<file path="src/rtl/io_out_arbiter_pkg.sv">
// io_pkg: shared types and helpers for the output-port write arbiter.
//   state_t        - sequencer states IDLE / WRITE / ACK
//   PORT_BASE_DEF  - default addr[7:2] value of output port 0 (byte 80h)
//   port_in_range  - true when addr[7:2] selects an implemented port
package io_pkg;

    typedef enum logic [1:0] {
        IDLE  = 2'd0,
        WRITE = 2'd1,
        ACK   = 2'd2
    } state_t;

    localparam logic [5:0] PORT_BASE_DEF = 6'b100000;

    // Only addr[7:2] is decoded; the upper bits and the byte offset are
    // ignored. Compared in 7 bits so base + nports cannot wrap.
    function automatic logic port_in_range(input logic [31:0] addr,
                                           input logic [5:0]  base,
                                           input int unsigned nports);
        logic [6:0] idx;
        logic [6:0] lo;
        logic [6:0] hi;
        idx = {1'b0, addr[7:2]};
        lo  = {1'b0, base};
        hi  = lo + nports[6:0];
        return (idx >= lo) && (idx < hi);
    endfunction

endpackage

</file>
<file path="src/rtl/io_out_arbiter_rr_arb2.sv">
// io_rr_arb2: combinational two-way round-robin pick.
//   req0, req1 - requests
//   last       - index of the previous winner
//   gsel       - selected requester (valid only when valid = 1)
//   valid      - at least one request is pending
module io_rr_arb2 (
    input  logic req0,
    input  logic req1,
    input  logic last,
    output logic gsel,
    output logic valid
);

    always_comb begin
        valid = req0 | req1;
        // On a tie the requester that did not win last time goes next.
        if (req0 && req1) begin
            gsel = ~last;
        end else begin
            gsel = req1;
        end
    end

endmodule

</file>
<file path="src/rtl/io_out_arbiter.sv">
// io_out_arbiter: shares the output-port block's single write interface
// between the CPU store path (requester 0) and a secondary master
// (requester 1), and suppresses writes to unimplemented ports.
//   io_clk, reset          - clock, asynchronous active-high reset
//   reqN, addrN, dataN     - write request from requester N
//   ackN, errN             - one-cycle completion pulse; err = out of range
//   io_we, io_addr, io_wdata - write interface to the output-port block
//   busy                   - sequencer not in IDLE
module io_out_arbiter
    import io_pkg::*;
#(
    parameter int unsigned NPORTS    = 4,
    parameter logic [5:0]  PORT_BASE = PORT_BASE_DEF
) (
    input  logic        io_clk,
    input  logic        reset,
    input  logic        req0,
    input  logic [31:0] addr0,
    input  logic [31:0] data0,
    input  logic        req1,
    input  logic [31:0] addr1,
    input  logic [31:0] data1,
    output logic        ack0,
    output logic        err0,
    output logic        ack1,
    output logic        err1,
    output logic        io_we,
    output logic [31:0] io_addr,
    output logic [31:0] io_wdata,
    output logic        busy
);

    state_t      state_q, state_d;
    logic        last_q, last_d;
    logic        gsel_q, gsel_d;
    logic        inr_q, inr_d;
    logic        we_q, we_d;
    logic [31:0] addr_q, addr_d;
    logic [31:0] wdata_q, wdata_d;
    logic        ack0_q, ack0_d, ack1_q, ack1_d;
    logic        err0_q, err0_d, err1_q, err1_d;

    logic        pick;
    logic        pick_valid;
    logic [31:0] win_addr;

    io_rr_arb2 u_arb (
        .req0  (req0),
        .req1  (req1),
        .last  (last_q),
        .gsel  (pick),
        .valid (pick_valid)
    );

    assign win_addr = pick ? addr1 : addr0;

    always_comb begin
        state_d = state_q;
        last_d  = last_q;
        gsel_d  = gsel_q;
        inr_d   = inr_q;
        we_d    = 1'b0;
        addr_d  = addr_q;
        wdata_d = wdata_q;
        ack0_d  = 1'b0;
        ack1_d  = 1'b0;
        err0_d  = 1'b0;
        err1_d  = 1'b0;
        case (state_q)
            IDLE: begin
                if (pick_valid) begin
                    // The range check is evaluated on the winner's address
                    // at grant so the strobe can be registered for WRITE.
                    addr_d  = win_addr;
                    wdata_d = pick ? data1 : data0;
                    gsel_d  = pick;
                    last_d  = pick;
                    inr_d   = port_in_range(win_addr, PORT_BASE, NPORTS);
                    we_d    = inr_d;
                    state_d = WRITE;
                end
            end
            WRITE: begin
                ack0_d  = ~gsel_q;
                ack1_d  = gsel_q;
                err0_d  = ~gsel_q & ~inr_q;
                err1_d  = gsel_q & ~inr_q;
                state_d = ACK;
            end
            ACK: begin
                state_d = IDLE;
            end
            default: begin
                state_d = IDLE;
            end
        endcase
    end

    always_ff @(posedge io_clk or posedge reset) begin
        if (reset) begin
            state_q <= IDLE;
            last_q  <= 1'b1;
            gsel_q  <= 1'b0;
            inr_q   <= 1'b0;
            we_q    <= 1'b0;
            addr_q  <= '0;
            wdata_q <= '0;
            ack0_q  <= 1'b0;
            ack1_q  <= 1'b0;
            err0_q  <= 1'b0;
            err1_q  <= 1'b0;
        end else begin
            state_q <= state_d;
            last_q  <= last_d;
            gsel_q  <= gsel_d;
            inr_q   <= inr_d;
            we_q    <= we_d;
            addr_q  <= addr_d;
            wdata_q <= wdata_d;
            ack0_q  <= ack0_d;
            ack1_q  <= ack1_d;
            err0_q  <= err0_d;
            err1_q  <= err1_d;
        end
    end

    assign io_we    = we_q;
    assign io_addr  = addr_q;
    assign io_wdata = wdata_q;
    assign ack0     = ack0_q;
    assign ack1     = ack1_q;
    assign err0     = err0_q;
    assign err1     = err1_q;
    assign busy     = (state_q != IDLE);

endmodule

</file>
<file path="config.mk">
export PLATFORM = sky130hd
export DESIGN_NAME = io_out_arbiter
export DESIGN_NICKNAME = d
export VERILOG_FILES = /design/src/rtl/io_out_arbiter_pkg.sv /design/src/rtl/io_out_arbiter_rr_arb2.sv /design/src/rtl/io_out_arbiter.sv
export SDC_FILE = /design/constraint.sdc
export NUM_CORES = 1
export LEC_CHECK = 0
export ABC_AREA = 1
export CAP_MARGIN = 10
export CORE_UTILIZATION = 42
export CTS_BUF_LIST = sky130_fd_sc_hd__clkbuf_8
export DETAILED_ROUTE_END_ITERATION = 7
export GPL_TIMING_DRIVEN = 0
export PLACE_DENSITY = 0.92
export SLEW_MARGIN = 20
export SYNTH_ARGS = -nofsm -noshare
export SYNTH_HDL_FRONTEND = slang
export SYNTH_SLANG_ARGS = --single-unit
</file>
<file path="constraint.sdc">
create_clock -name io_clk -period 4.8 [get_ports io_clk]
set_input_delay 0.96 -clock io_clk [delete_from_list [all_inputs] [get_ports io_clk]]
set_output_delay 0.96 -clock io_clk [all_outputs]
set_load 0.02 [all_outputs]
</file>
; Yosys cells after proc, flatten, opt, wreduce, memory -nomap -nowiden
; Cells that the tools add are included.
[word_totals]
out_inout_bits = 70
word_cells = 37
register_bits = 74
inputBits = 132
[op_classes]
n_mux = 11
n_bitwise = 6
order_cmp = 2
reduce_logical = 5
eq_ne = 2
[op_table]
columns = op, count
row1 = 2-to-1 mux 32 bit, 2
row2 = 2-to-1 mux 1 bit, 7
row3 = ">= comparator 6 bit, second input constant", 1
row4 = "< comparator 6 bit, second input constant", 1
row5 = one-hot mux 2 bit (2 select lines), 1
row6 = inverter 1 bit, 3
row7 = AND 1 bit, 2
row8 = "equality test 2 x 1 -> 1 bit, second input constant", 1
row9 = logical AND 1 bit, 2
row10 = zero test 2 bit, 1
row11 = 2-to-1 mux 2 bit, 1
row12 = "!= test 2 bit, second input constant", 1
row13 = AND reduction 2 bit, 1
row14 = nonzero test 2 bit, 1
row15 = OR 1 bit, 1

; Depth between registers and ports, before layout
[depth]
depth_word = 7
mapped_depth = 8
depth_no_buf = 7

; Cells and area by module
; A second synthesis with hierarchy kept.
[unflattened]
cells_unflattened = 391
area_unflattened_um2 = 3480.8
[by_module_without_submodules]
columns = mod, cells_per_inst, seq_area_each_um2, n_inst, area_per_inst_um2
row1 = io_out_arbiter, 388, 1853.0, 1, 3465.8
row2 = io_rr_arb2, 3, 0.0, 1, 15.0

; Worst setup path before layout
; Ideal clock, no wire load.
[synth_path]
path_kind = input to register
from = input port req0
to = register addr_q[10], in the netlist io_addr[10]
setup_ns = 0.121
arrival_time_ns = 1.599
n_path_buf = 2
stages = 6
t_required_ns = 4.679
slack_ns = 3.080
path_cell_list = nand2_1 nand2_1 buf_4 buf_2 nor2_1 o21ai_1
[synth_between]
elab_chain_cells = 3
elab_cells_between_ends = 5
cone_classes = mux (2) / bitwise (1) / reduce/logical (2)
[synth_rtl]
columns = item, line
row1 = start: declaration, io_out_arbiter.sv:17  ; input logic req0,
row2 = logical AND 1 bit, io_out_arbiter_rr_arb2.sv:17  ; if (req0 && req1) begin
row3 = 2-to-1 mux 1 bit, io_out_arbiter_rr_arb2.sv:17
row4 = 2-to-1 mux 32 bit, io_out_arbiter.sv:55  ; assign win_addr = pick ? addr1 : addr0;
row5 = end signal: assignment, io_out_arbiter.sv:118  ; addr_q <= addr_d;
row6 = end: declaration, io_out_arbiter.sv:38  ; logic [31:0] addr_q, addr_d;
; Parallel ways exist; a longest one is shown, timed or not.
; A chain may end at the register's enable or synchronous reset.

; Final worst setup path
[layout_path]
from = register state_q[0]
to = output port busy
[layout_between]
elab_chain_cells = 1
[layout_rtl]
columns = item, line
row1 = start: declaration, io_out_arbiter.sv:33  ; state_t state_q, state_d;
row2 = start signal: assignment, io_out_arbiter.sv:113  ; state_q <= state_d;
row3 = nonzero test 2 bit, io_out_arbiter.sv:134  ; assign busy = (state_q != IDLE);
row4 = end: declaration, io_out_arbiter.sv:30  ; output logic busy
; No other way between the ends.

==> impl_metrics.csv <==
group,metric,value,unit
outcome,run_status,"finished, final reports clean",
power_and_ir_drop,irDropWorstVdd,0.3354,mV
placement,dp_cells,693,
power_and_ir_drop,p_int,2145,uW
logic_synthesis,synth_area_leader_cell,"dfrtp_1",
logic_synthesis,yosysTopAreaCellShare,53.80,%
layout,ff_latch_area,1853,sq um
placement,place_congestion,0.7775,
route,routed_wl,11120,um
logic_synthesis,syn_avg_cell_area,8.729,sq um
floorplanning,ioPinCount,202,
floorplanning,initial_core_util,43.72,%
clock_network,cts_resized,0,
logic_synthesis,synth_fp_nets,521,
floorplanning,dieArea,8448,sq um
worst_setup_path,cp.required,3.84,ns
sta,period_needed,2.476,ns
logic_synthesis,synth-edff-count,0,
global_route,groute.layer.met2.usage,46.89,%
route,postRouteAntennaNets,0,
sta,maxSlewViolCount,0,
power_and_ir_drop,pwr_density_cell,631.0,nW/um^2
power_and_ir_drop,p_sw,1504,uW
power_and_ir_drop,pwr-share-comb,54.5,%
logic_synthesis,synth_cells,389,
clock_network,clkTransAtPathRegs,0.10,ns
logic_synthesis,yosys_warnings,0,
global_route,grt_max_degree,41,
clock_network,clock_path_buffers,2,
sta,setup_tns,0,ns
logic_synthesis,syn_area,3396,sq um
sta,timing.fmax,403.8,MHz
power_and_ir_drop,clkPwrFrac,15.0,%
layout,syn2layout_area_growth,70.30,%
layout,final_cells,709,
sta,rsz0062_at_grt,"false",
clock_network,cts_tree,"built",
global_route,grtUsageTotal,27.21,%
global_route,met1_usage,32.15,%
logic_synthesis,synthTopCellsByArea,"dfrtp_1 54%, o21ai_1 9.1%, nand2_1 8.4%",
placement,place_hpwl,8309,um
clock_network,ctsHoldBuffers,0,
layout,nFillCells,567,
sta,setup_viol,0,
sta,worst_pin_slew,0.4655,ns
worst_setup_path,reg2reg_from,"last_q",
floorplanning,fp.dieW,91.92,um
power_and_ir_drop,leakage,0.002472,uW
power_and_ir_drop,switching_share,41.22,%
power_and_ir_drop,seqPwrFrac,30.5,%
logic_synthesis,synth_common_cells,"76 x nand2_1, 73 x dfrtp_1, 67 x nor2_1",
logic_synthesis,ys_seq_elements,74,
worst_setup_path,crit_path_start,"state_q[0]",
sta,hold_viol,0,
floorplanning,dieHeight,91.92,um
global_route,antenna_found_initial,0,
clock_network,clk_latency,0.35,ns
route,drtIter0Drc,115,
layout,multi_input_area,1328,sq um
worst_setup_path,path_class,"flip-flop to primary output",
sta,slew_headroom,68.97,%
route,via_count,3596,
global_route,overflow,0,
clock_network,numCtsBuffers,9,
logic_synthesis,yosysMostFrequentCell,"nand2_1",
layout,drive_above_1_share,12.52,%
clock_network,clockRootBuffer,"clkbuf_8",
logic_synthesis,synth-seq-area-share,54.57,%
global_route,grt_pass1_wl,17670,um
sta,fin_crit_sh,51.59,%
placement,port_buffers,201,
clock_network,post_cts_buffers,0,
logic_synthesis,ys_types,19,
hold_path,worstHoldStart,"gsel_q",
global_route,grt_pass1_vias,3639,
global_route,grt_busiest_layer,"met2",
worst_setup_path,cp_max_fo,3,
route,firstDrtPassIters,4,
global_route,grt_use_met3,6.385,%
job,max_cap_viol_count,0,
worst_setup_path,end_kind,"primary output",
route,drc,0,
layout,nets,734,
logic_synthesis,synth_async_sr_flop_share,100.0,%
hold_path,hp-class,"flip-flop to flip-flop",
route,avgViaCountPerCell,5.072,
worst_setup_path,worstSetupStartpointType,"flip-flop",
logic_synthesis,yosys_most_used_dff,"dfrtp_1",
sta,skew,0.02358,ns
floorplanning,core-area,7767,sq um
clock_network,cts.sinks,74,
route,wl_per_cell,15.68,um
clock_network,htree_levels,3,
layout,insertedDiodeCount,0,
floorplanning,rows,32,
worst_setup_path,worstPathArrival,1.52,ns
==> layout by cell type (no fill, tap or decap), drive strengths merged <==
master	Yosys	final
clkinvlp	0	2
nor2	68	68
buf	21	22
o21ai	125	125
nand2	76	76
inv	11	12
bufinv	0	2
clkdlybuf4s50	0	201
a31oi	2	2
clkbuf	6	15
nor3	2	2
nand3	4	4
dfrtp	73	73
clkinv	0	2
dfstp	1	1
==> critical path, cell delays in order, from the launching register on <==
cell and delay [ns]:
dfrtp_1 0.40, nor2_2 0.17, inv_1 0.05, clkdlybuf4s50_1 0.54
==> cells by family after synthesis <==
| logic type | Yosys count | share of synthesized area [%] |
|---|---|---|
| DFF | 74 | 54.57 |
| buffers and inverters | 38 | 6.337 |
| and+or+nand+nor | 150 | 16.88 |
| AOI/OAI and AO/OA | 127 | 22.22 |
==> flip-flops by register name, indices dropped and copies added (netlist names) <==
signal	count
ack1	1
io_wdata	32
inr_q	1
state_q	2
io_we	1
err1	1
err0	1
last_q	1
gsel_q	1
io_addr	32
ack0	1
==> path summary, 6_finish.rpt <==
kind	to	slack (ns)	cells past startpoint
setup / recovery	busy	2.32	3
hold / removal	ack0	0.46	1
setup reg to reg	io_addr[16]	3.30	6
hold reg to reg	ack0	0.46	1
max in group asynchronous	last_q	3.19	3
min in group asynchronous	io_wdata[10]	0.98	2
==> power by group through the flow <==
stage	clock network [uW]	registers, uW	logic [uW]
final	546	1110	1990
after global routing	578	1150	2160
after CTS	552	1110	2000
after detailed placement	0	1110	2000
after global placement	0	1100	1940
after floorplan	0	1450	729
==> through the flow <==
stage	utilization [%]	instance area, sq um	worst slack (ns)	total power, uW	hold WS, ns
floorplan	-	3396	1.960	2180	0.4264
global placement	71.26	5535	0.7559	3042	0.4418
detailed placement	71.55	5558	2.275	3114	0.4546
CTS	74.45	5783	2.310	3666	0.4678
global route	74.45	5783	2.233	3887	0.4819
finish	74.45	5783	2.324	3649	0.4612
==> layout make-up <==
class                           instances  area share, %
Inverter                               11         0.7572
Clock buffer                            9          2.142
Multi-Input combinational cell        277          22.96
Tap cell                              102          2.207
Clock inverter                          7          1.752
Buffer                                 27          3.007
Timing Repair Buffer                  202          35.14
Sequential cell                        74          32.04
==> routing by layer <==
metal / routed length (um) / part of all wire [%]
met1: 4304 / 39
met2: 5583 / 50
met5: 0 / 0
met3: 866 / 7.8
met4: 362 / 3.3
No activity file was read; power rests on OpenSTA's default activity.
